===== src/rtl/native_bus_pkg.sv =====
// Shared types and constants for the native valid/ready bus arbiter.
//   rstate_t : read-side FSM states
//   wstate_t : write-side FSM states
//   MST_I / MST_D : master indices (instruction / data port)
package native_bus_pkg;

  typedef enum logic [1:0] {
    R_IDLE = 2'd0,
    R_ADDR = 2'd1,
    R_DATA = 2'd2
  } rstate_t;

  typedef enum logic {
    W_IDLE = 1'b0,
    W_XFER = 1'b1
  } wstate_t;

  localparam logic MST_I = 1'b0;
  localparam logic MST_D = 1'b1;

endpackage


===== src/rtl/native_rr_arbiter.sv =====
// Two-way grant decision for one bus direction.
// Policy is selected by NATIVE_ARB_ROUND_ROBIN_EN:
//   defined     : a tie goes to the master that did not win last
//   not defined : a tie always goes to MST_D (last is ignored)
// Ports:
//   req         in  [1:0] request per master, indexed by MST_I / MST_D
//   enable      in        arbitration allowed this cycle
//   last        in        index of the previous winner
//   grant_valid out       a grant is being made this cycle
//   grant       out       index of the winning master
module native_rr_arbiter
  import native_bus_pkg::*;
(
  input  logic [1:0] req,
  input  logic       enable,
  input  logic       last,
  output logic       grant_valid,
  output logic       grant
);

  logic tie_winner;

`ifdef NATIVE_ARB_ROUND_ROBIN_EN
  assign tie_winner = (last == MST_D) ? MST_I : MST_D;
`else
  logic unused_last;
  assign unused_last = last;
  assign tie_winner  = MST_D;
`endif

  assign grant_valid = enable & (|req);

  always_comb begin
    case (req)
      2'b01:   grant = MST_I;
      2'b10:   grant = MST_D;
      2'b11:   grant = tie_winner;
      default: grant = MST_D;
    endcase
  end

endmodule


===== src/rtl/native_bus_arbiter.sv =====
// Two-master (I, D) to one-slave (m) arbiter for the native valid/ready bus.
// Reads and writes are arbitrated independently with one outstanding
// transaction per direction; read data returns to the master that issued
// the address. Optional macro: NATIVE_ARB_ROUND_ROBIN_EN (round-robin ties;
// fixed D-over-I priority when undefined).
// Ports (each master/slave has raddr, rdata, waddr, wdata channels with
// *_valid, *_ready and a bus_width data/address field):
//   clk, rst      clock and synchronous active-high reset
//   i_*           instruction master
//   d_*           data master
//   m_*           shared slave (directions mirrored)
module native_bus_arbiter
  import native_bus_pkg::*;
#(
  parameter int unsigned bus_width = 32
) (
  input  logic                 clk,
  input  logic                 rst,

  input  logic                 i_raddr_valid,
  output logic                 i_raddr_ready,
  input  logic [bus_width-1:0] i_raddr,
  output logic                 i_rdata_valid,
  input  logic                 i_rdata_ready,
  output logic [bus_width-1:0] i_rdata,
  input  logic                 i_waddr_valid,
  output logic                 i_waddr_ready,
  input  logic [bus_width-1:0] i_waddr,
  input  logic                 i_wdata_valid,
  output logic                 i_wdata_ready,
  input  logic [bus_width-1:0] i_wdata,

  input  logic                 d_raddr_valid,
  output logic                 d_raddr_ready,
  input  logic [bus_width-1:0] d_raddr,
  output logic                 d_rdata_valid,
  input  logic                 d_rdata_ready,
  output logic [bus_width-1:0] d_rdata,
  input  logic                 d_waddr_valid,
  output logic                 d_waddr_ready,
  input  logic [bus_width-1:0] d_waddr,
  input  logic                 d_wdata_valid,
  output logic                 d_wdata_ready,
  input  logic [bus_width-1:0] d_wdata,

  output logic                 m_raddr_valid,
  input  logic                 m_raddr_ready,
  output logic [bus_width-1:0] m_raddr,
  input  logic                 m_rdata_valid,
  output logic                 m_rdata_ready,
  input  logic [bus_width-1:0] m_rdata,
  output logic                 m_waddr_valid,
  input  logic                 m_waddr_ready,
  output logic [bus_width-1:0] m_waddr,
  output logic                 m_wdata_valid,
  input  logic                 m_wdata_ready,
  output logic [bus_width-1:0] m_wdata
);

  rstate_t rstate;
  wstate_t wstate;
  logic    rgrant, wgrant;
  logic    waddr_done, wdata_done;
  logic    r_last, w_last;
  logic    r_win, r_win_valid, w_win, w_win_valid;
  logic    rsel, wsel;
  logic    r_addr_ph, r_data_ph, aw_open, w_open;
  logic    own_raddr_valid, own_rdata_ready, own_waddr_valid, own_wdata_valid;
  logic    ar_hs, r_hs, aw_hs, w_hs;

  // ---------------------------------------------------------------------------
  // Arbitration
  // ---------------------------------------------------------------------------
`ifdef NATIVE_ARB_ROUND_ROBIN_EN
  always_ff @(posedge clk) begin
    if (rst) begin
      r_last <= MST_I;
      w_last <= MST_I;
    end else begin
      if (r_win_valid) r_last <= r_win;
      if (w_win_valid) w_last <= w_win;
    end
  end
`else
  assign r_last = MST_I;
  assign w_last = MST_I;
`endif

  native_rr_arbiter u_rd_arb (
    .req         ({d_raddr_valid, i_raddr_valid}),
    .enable      (rstate == R_IDLE),
    .last        (r_last),
    .grant_valid (r_win_valid),
    .grant       (r_win)
  );

  native_rr_arbiter u_wr_arb (
    .req         ({d_waddr_valid | d_wdata_valid, i_waddr_valid | i_wdata_valid}),
    .enable      (wstate == W_IDLE),
    .last        (w_last),
    .grant_valid (w_win_valid),
    .grant       (w_win)
  );

  // ---------------------------------------------------------------------------
  // Read FSM
  // ---------------------------------------------------------------------------
  always_ff @(posedge clk) begin
    if (rst) begin
      rstate <= R_IDLE;
      rgrant <= MST_D;
    end else begin
      case (rstate)
        R_IDLE: begin
          if (r_win_valid) begin
            rgrant <= r_win;
            rstate <= R_ADDR;
          end
        end
        R_ADDR:  if (ar_hs) rstate <= R_DATA;
        R_DATA:  if (r_hs) rstate <= R_IDLE;
        default: rstate <= R_IDLE;
      endcase
    end
  end

  // ---------------------------------------------------------------------------
  // Write FSM
  // ---------------------------------------------------------------------------
  always_ff @(posedge clk) begin
    if (rst) begin
      wstate     <= W_IDLE;
      wgrant     <= MST_D;
      waddr_done <= 1'b0;
      wdata_done <= 1'b0;
    end else begin
      case (wstate)
        W_IDLE: begin
          if (w_win_valid) begin
            wgrant     <= w_win;
            waddr_done <= 1'b0;
            wdata_done <= 1'b0;
            wstate     <= W_XFER;
          end
        end
        W_XFER: begin
          if (aw_hs) waddr_done <= 1'b1;
          if (w_hs)  wdata_done <= 1'b1;
          // Both channels may finish in either order or together.
          if ((waddr_done | aw_hs) & (wdata_done | w_hs)) wstate <= W_IDLE;
        end
        default: wstate <= W_IDLE;
      endcase
    end
  end

  // ---------------------------------------------------------------------------
  // Routing. Idle states select D for the data muxes and drive no handshake
  // signals, so no valid->ready path exists there. Reset forces all outputs 0.
  // ---------------------------------------------------------------------------
  assign rsel      = (rstate == R_IDLE) ? MST_D : rgrant;
  assign wsel      = (wstate == W_IDLE) ? MST_D : wgrant;
  assign r_addr_ph = (rstate == R_ADDR);
  assign r_data_ph = (rstate == R_DATA);
  assign aw_open   = (wstate == W_XFER) & ~waddr_done;
  assign w_open    = (wstate == W_XFER) & ~wdata_done;

  assign own_raddr_valid = (rsel == MST_D) ? d_raddr_valid : i_raddr_valid;
  assign own_rdata_ready = (rsel == MST_D) ? d_rdata_ready : i_rdata_ready;
  assign own_waddr_valid = (wsel == MST_D) ? d_waddr_valid : i_waddr_valid;
  assign own_wdata_valid = (wsel == MST_D) ? d_wdata_valid : i_wdata_valid;

  assign m_raddr_valid = ~rst & r_addr_ph & own_raddr_valid;
  assign m_rdata_ready = ~rst & r_data_ph & own_rdata_ready;
  assign m_waddr_valid = ~rst & aw_open & own_waddr_valid;
  assign m_wdata_valid = ~rst & w_open & own_wdata_valid;

  assign m_raddr = rst ? '0 : ((rsel == MST_D) ? d_raddr : i_raddr);
  assign m_waddr = rst ? '0 : ((wsel == MST_D) ? d_waddr : i_waddr);
  assign m_wdata = rst ? '0 : ((wsel == MST_D) ? d_wdata : i_wdata);

  assign i_raddr_ready = ~rst & r_addr_ph & (rsel == MST_I) & m_raddr_ready;
  assign d_raddr_ready = ~rst & r_addr_ph & (rsel == MST_D) & m_raddr_ready;
  assign i_rdata_valid = ~rst & r_data_ph & (rsel == MST_I) & m_rdata_valid;
  assign d_rdata_valid = ~rst & r_data_ph & (rsel == MST_D) & m_rdata_valid;
  assign i_rdata       = (rst | (rsel != MST_I)) ? '0 : m_rdata;
  assign d_rdata       = (rst | (rsel != MST_D)) ? '0 : m_rdata;

  assign i_waddr_ready = ~rst & aw_open & (wsel == MST_I) & m_waddr_ready;
  assign d_waddr_ready = ~rst & aw_open & (wsel == MST_D) & m_waddr_ready;
  assign i_wdata_ready = ~rst & w_open & (wsel == MST_I) & m_wdata_ready;
  assign d_wdata_ready = ~rst & w_open & (wsel == MST_D) & m_wdata_ready;

  assign ar_hs = m_raddr_valid & m_raddr_ready;
  assign r_hs  = m_rdata_valid & m_rdata_ready;
  assign aw_hs = m_waddr_valid & m_waddr_ready;
  assign w_hs  = m_wdata_valid & m_wdata_ready;

endmodule


===== config.mk =====
export PLATFORM = sky130hd
export DESIGN_NAME = native_bus_arbiter
export DESIGN_NICKNAME = d
export VERILOG_FILES = /design/src/rtl/native_bus_pkg.sv /design/src/rtl/native_rr_arbiter.sv /design/src/rtl/native_bus_arbiter.sv
export SDC_FILE = /design/constraint.sdc
export NUM_CORES = 1
export LEC_CHECK = 0
export CAP_MARGIN = 40
export CORE_AREA = 3 3 157 159
export CTS_BUF_LIST = sky130_fd_sc_hd__clkbuf_2 sky130_fd_sc_hd__clkbuf_4 sky130_fd_sc_hd__clkbuf_8
export DETAILED_ROUTE_END_ITERATION = 10
export DIE_AREA = 0 0 160 162
export PLACE_DENSITY = 0.49
export SETUP_SLACK_MARGIN = 0.3
export SLEW_MARGIN = 20
export SYNTH_ARGS = -nofsm -noshare
export SYNTH_HDL_FRONTEND = slang
export SYNTH_HIERARCHICAL = 1
export SYNTH_SLANG_ARGS = --single-unit

===== constraint.sdc =====
create_clock -name clk -period 1.2 [get_ports clk]
set_input_delay 0.12 -clock clk [delete_from_list [all_inputs] [get_ports clk]]
set_output_delay 0.12 -clock clk [all_outputs]
set_load 0.005 [all_outputs]

==> metrics.txt, run 1 <==
root buf cell=clkbuf_8; drt drc=0; Worst-Margin Slew=just under 0.4 ns; final cell count without fillers=roughly 1300; Int Pwr=2.89 mW; Buf/Inv on CP=5; die width=approximately 160 um; # H-tree levels=1; Ys Warns=6; Req. time, crit path=around 1.1 ns; Final Setup Violations=approximately 180; first-pass GRT wire length=roughly 32000 um; worst min path class=primary input to register; initial antenna violation count=0; Final Wtd Congestion=a little under 0.8; Core Box Area=about 23000 um^2; # port buffers=409; status=finished, violations left; Fin. Hold Viols=0; startpoint type of the worst setup path=register; Site Rows=56; crit-path max FO=6; CP Cell Sequence=o21ba_4, buf_6, nor2_4, buf_12, buf_16, buf_6, and2_4, buf_6; final count of pins violating max slew=0; IO Count=just over 400; share of layout cells above drive strength 1=63.5%; critical path capture point type=output port; Final nets=about 1200; Final Instance Area=roughly 9500 um^2; syn_nets=700; drt total wl=around 23000 um; placed cell area=7600 um^2; Power Total=4.53 mW; Clock Skews=0.000398 ns; placed insts=about 1200; Synth Instances=approximately 460; WL/cell=between 15 and 20 um; Starting Density=10.4%; Clk pwr share=around 8%; Setup CP Type=register to output port; sequential cell fraction of total power=between 6 and 7%; CTS clk-pin slew, worst paths=roughly 0.040 ns; most used cell, CP=buf_6; Pre-antenna DRT Iters=4; TNS Setup=-75.18 ns; slew margin rel.=74.1%; Vias/cell=between 3 and 4; setup slack after layout=-0.578 ns; Critical Path Max Stage Delay=about 0.35 ns; DR vias=around 5100; Max-Cap Viols=0; Layout area overhead=290%; antenna cells=0; TritonCTS clock tree=yes; Fill cells=2490; Tcrit/Tclk final=148%; Synth Area per Inst=about 5.3 um^2; worst slack at placement=-0.559 ns; Net Sw Frac=a little over a third; total CTS buffers=3; CTS Buffer Depth=2; Vert. Die Dim=162 um; clk_lat worst skew=approximately 0.23 ns; failing checks=negative setup slack; P per Cell Area=479 nW/um^2; largest net degree at the start of global routing=35; Max Fclk=between 500 and 600 MHz; vias in the first global route=around 5300; Antenna Nets Post-Route=0; Tmin final=roughly 1.8 ns; number of clock sinks=7; remaining global-route overflow=0; initial DRC count=167; Comb power frac=between 80% and 90%; Mapped Area=2430 um^2; CP max-delay cell=dfxtp_4; full die area=around 26000 um^2; Max IR drop VDD=389 uV; RSZ-0062 raised after global routing=yes; Critical Path AT=approximately 1.7 ns; Sw Pwr=approximately 1.6 mW; Pleak=between 4 and 5 nW; Crit path max-delay family=buffers and inverters; GRT Util Overall=between 10% and 20%; Post-DP HPWL=approximately 16000 um
layer usage:
metal / up-vias / share of wire (%) / global-route usage, %
met5: - / 0 / 0
met4: 0 / 1.2 / 1.97
met3: 18 / 4.8 / 2.63
met2: 182 / 55 / 30.2
met1: 2415 / 39 / 18.3
li1: 2528 / - / -
worst register-to-register path, stage by stage, from the launching register on:
cell and delay, ns:
dfxtp_4 0.33, buf_4 0.13, buf_4 0.12, buf_6 0.12, buf_6 0.11, mux2_4 0.31, a21o_1 0.17, a311oi_2 0.23
cell type report:
class                           instances  area, um^2  area share [%]
Timing Repair Buffer                  551        5670            59.8
Multi-Input combinational cell        412        3190            33.7
Tap cell                              319         399            4.21
Sequential cell                         7         156            1.65
Clock buffer                            4        48.8           0.515
Inverter                                3        13.8           0.145
power groups by stage:
stage               sequential (mW)  clock (mW)  combinational (mW)
finish                        0.287       0.361                3.89
floorplan                     0.286           0                1.06
global placement              0.283           0                2.89
CTS                           0.286       0.372                3.48
detailed placement            0.286           0                2.88
global route                  0.291       0.385                4.13
stage by stage:
step,hold slack (ns),util [%]
floorplan,0.228,-
global placement,0.530,32.5
detailed placement,0.528,32.5
CTS,0.312,36.7
global route,0.329,40.5
finish,0.310,40.5
flip-flops by register name, summed over array words and instances (netlist names):
register,count
rstate,2
rgrant,1
waddr_done,1
wdata_done,1
wgrant,1
wstate,1
worst paths after layout:
check | start | to | slack [ns] | cells past startpoint
min reg2reg | waddr_done | waddr_done | 0.61 | 3
max reg2reg | wgrant | wstate | -0.41 | 7
max | rstate[1] | d_rdata[2] | -0.58 | 8
min | rst | waddr_done | 0.31 | 3
layout by cell type (no fill, tap or decap), types with 14 or more instances in the layout:
master / n
buf_16: 14
buf_2: 112
nand2_4: 49
clkdlybuf4s50_1: 232
and2_4: 58
buf_6: 118
a21oi_2: 96
nand2_2: 56
buf_4: 29
nand2_1: 91
buf_12: 29
repair_timing:
action | 4_1_cts | 5_1_grt
hold buffers | 0 | 0
endpoints found under the setup margin | 179 | 179
pin swaps | 86 | 90
resized for setup | 904 | 181
buffers inserted | 68 | 8
cloned | 17 | 4
Power figures use the tool's default switching activity.
==> inputs of run 2 (changes only) <==
--- a/config.mk
+++ b/config.mk
@@ -6,14 +6,13 @@
 export NUM_CORES = 1
 export LEC_CHECK = 0
 export CAP_MARGIN = 40
-export CORE_AREA = 3 3 157 159
+export CORE_AREA = 3 3 158 160
 export CTS_BUF_LIST = sky130_fd_sc_hd__clkbuf_2 sky130_fd_sc_hd__clkbuf_4 sky130_fd_sc_hd__clkbuf_8
 export DETAILED_ROUTE_END_ITERATION = 10
-export DIE_AREA = 0 0 160 162
-export PLACE_DENSITY = 0.49
+export DIE_AREA = 0 0 161 163
+export PLACE_DENSITY = 0.48
 export SETUP_SLACK_MARGIN = 0.3
 export SLEW_MARGIN = 20
 export SYNTH_ARGS = -nofsm -noshare
 export SYNTH_HDL_FRONTEND = slang
-export SYNTH_HIERARCHICAL = 1
 export SYNTH_SLANG_ARGS = --single-unit
==> run 2 against run 1 <==
Against the previous run: the run still ends with negative setup slack left; global-route usage down 0.68 points; hold slack better by 0.089 ns; largest power group unchanged; synthesized cell count shrank 16%; setup slack got worse by 0.081 ns; critical path depth up 1; largest cell class unchanged; utilization fell by 3.5 points; clock skew is essentially flat; sequential power is 20% higher; register-to-register slack improved by 0.26 ns; critical endpoint is now m_raddr[0]; design area is 8.1% lower; via count fell by 6.3%.
==> metrics.txt, run 2 <==
share of layout cells above drive strength 1=56.5%; Fin. Hold Viols=0; Clk pwr share=a little over 6%; worst min path class=primary input to register; Worst-Margin Slew=0.448 ns; startpoint type of the worst setup path=register; CTS Buffer Depth=2; full die area=26200 um^2; drt total wl=about 23000 um; Synth Area per Inst=5.66 um^2; Yosys top cell by area=nand2_1; Finished Core Util=approximately 37%; Tmin final=about 1.9 ns; GRT Max-Usage Layer=met2; cts hold-fix bufs=0; Worst Hold Margin=0.399 ns; clk_lat worst skew=0.22 ns; most frequent cell after synthesis=nand2_1; Max-Cap Viols=0; status=finished, violations left; failing checks=negative setup slack; slew margin rel.=between 70% and 80%; root buf cell=clkbuf_8; drt drc=0; remaining global-route overflow=0; Req. time, crit path=around 1.1 ns; register area share after synthesis=under 10%; Critical Path AT=roughly 1.7 ns; Synth Flop Type=dfxtp_1; DR vias=between 4000 and 5000; largest net degree at the start of global routing=32; met2 capacity usage during global routing=between 20% and 30%; Vias/cell=roughly 4; worst slack at placement=-0.569 ns; placed cell area=between 7000 and 8000 um^2; max reg flops=2; initial DRC count=approximately 210; WL/cell=about 19 um; Comb power frac=87.7%; sequential cell fraction of total power=between 6 and 7%; # port buffers=409; Synth Instances=around 390; Antenna Nets Post-Route=0; final cell count without fillers=1207; syn_nets=approximately 630; TritonCTS clock tree=yes; Worst R2R Path Depth=5; Sw Pwr=between 2 and 2.5 mW; Layout area overhead=295%; RSZ-0062 raised after global routing=yes; P per Cell Area=around 650 nW/um^2; Commonest cells post-synth=nand2_1, a21oi_1, and2_1; Distinct cells, synth=34; met1 Usage GRT=17.0%; critical path capture point type=output port; main area contributors after synthesis=nand2_1, and2_1, a21oi_1, a22o_1, dfxtp_1; Int Pwr=~3.5 mW; commonest cells after routing, fill and taps aside=clkdlybuf4s50_1, buf_6, buf_2, nand2_1, a21oi_2; Final nets=around 1100; antenna cells=0; final count of pins violating max slew=0; share of Yosys cell area claimed by the top area cell type=between 20% and 30%; Setup CP Type=register to output port; Vert. Die Dim=about 160 um; Post-DP HPWL=between 15000 and 20000 um; Mapped Area=2200 um^2; Max Fclk=538 MHz; Final Wtd Congestion=0.790; Top reg by flops=rstate; TNS Setup=-74.16 ns; IO Count=410; Ys Warns=0; register bit total from synthesis=7; Core Box Area=~24000 um^2; Final Instance Area=roughly 8700 um^2; # H-tree levels=1; Tcrit/Tclk final=155%; crit-path max FO=5; Clock Skews=roughly 0.00027 ns; Max IR drop VDD=between 200 and 300 uV; first-pass GRT wire length=approximately 30000 um; Starting Density=9.35%; Pleak=between 4 and 5 nW; commonest non-fill, non-tap cell in the layout=clkdlybuf4s50_1; Power Total=roughly 5.7 mW; Net Sw Frac=between 30% and 40%; CTS clk-pin slew, worst paths=around 0.040 ns; Final Setup Violations=177; GRT Util Overall=roughly 15%; placed insts=about 1100; total CTS buffers=3; Pre-antenna DRT Iters=6; setup slack after layout=-0.660 ns; hold depth=4; Site Rows=56; initial antenna violation count=0; number of clock sinks=7; Synth async-reset ratio=0%; EDFF count, synth=0; vias in the first global route=roughly 4700; die width=around 160 um; GR Util met3=3.10%
## run 2: cell families (layout without fill, tap and decap cells)
family,after synthesis,count (layout),synth area share [%]
simple gates,228,228,49.6
compound gates,106,106,30.8
flops,7,7,6.37
mux,4,4,1.82
buf+inv,44,543,11.4
## run 2: cell type report
type,count,area [um^2]
Fill cell,2528,14800
Timing Repair Buffer,534,5420
Multi-Input combinational cell,338,2660
Tap cell,319,399
Sequential cell,7,156
Clock buffer,4,48.8
Inverter,5,18.8
## run 2: worst max-delay path, cell delays in order, from the launching register on
cell	delay (ns)
dfxtp_2	0.33
nor2_4	0.16
nor3_4	0.07
buf_6	0.13
buf_8	0.13
buf_6	0.12
buf_16	0.12
buf_8	0.12
a22o_1	0.20
buf_2	0.13
## run 2: what timing repair did
| action | CTS | global route |
|---|---|---|
| endpoints found under the setup margin | 179 | 179 |
| gates cloned | 12 | 9 |
| resized for setup | 328 | 513 |
| setup buffers | 22 | 50 |
| pin swaps | 9 | 91 |
## run 2: path summary, 6_finish.rpt
| path | from | slack (ns) | endpoint |
|---|---|---|---|
| max | rstate[1] | -0.66 | m_raddr[0] |
| min | rst | 0.40 | waddr_done |
| max reg2reg | wstate | -0.15 | wgrant |
| min reg2reg | wdata_done | 0.54 | wdata_done |
## run 2: per-layer routing
layer / wire length, um / share of wire (%) / vias to the layer above
li1: - / - / 2311
met1: 8910 / 39 / 2222
met2: 12300 / 53 / 274
met3: 1700 / 7.4 / 10
met4: 181 / 0.78 / 0
met5: 0 / 0 / -
## run 2: power groups by stage
stage | clock network (mW) | registers (mW) | logic, mW
6_report | 0.354 | 0.343 | 4.97
5_1_grt | 0.384 | 0.351 | 5.30
4_1_cts | 0.376 | 0.334 | 4.09
3_5_place_dp | 0 | 0.331 | 3.56
3_3_place_gp | 0 | 0.327 | 3.60
2_1_floorplan | 0 | 0.324 | 1.54
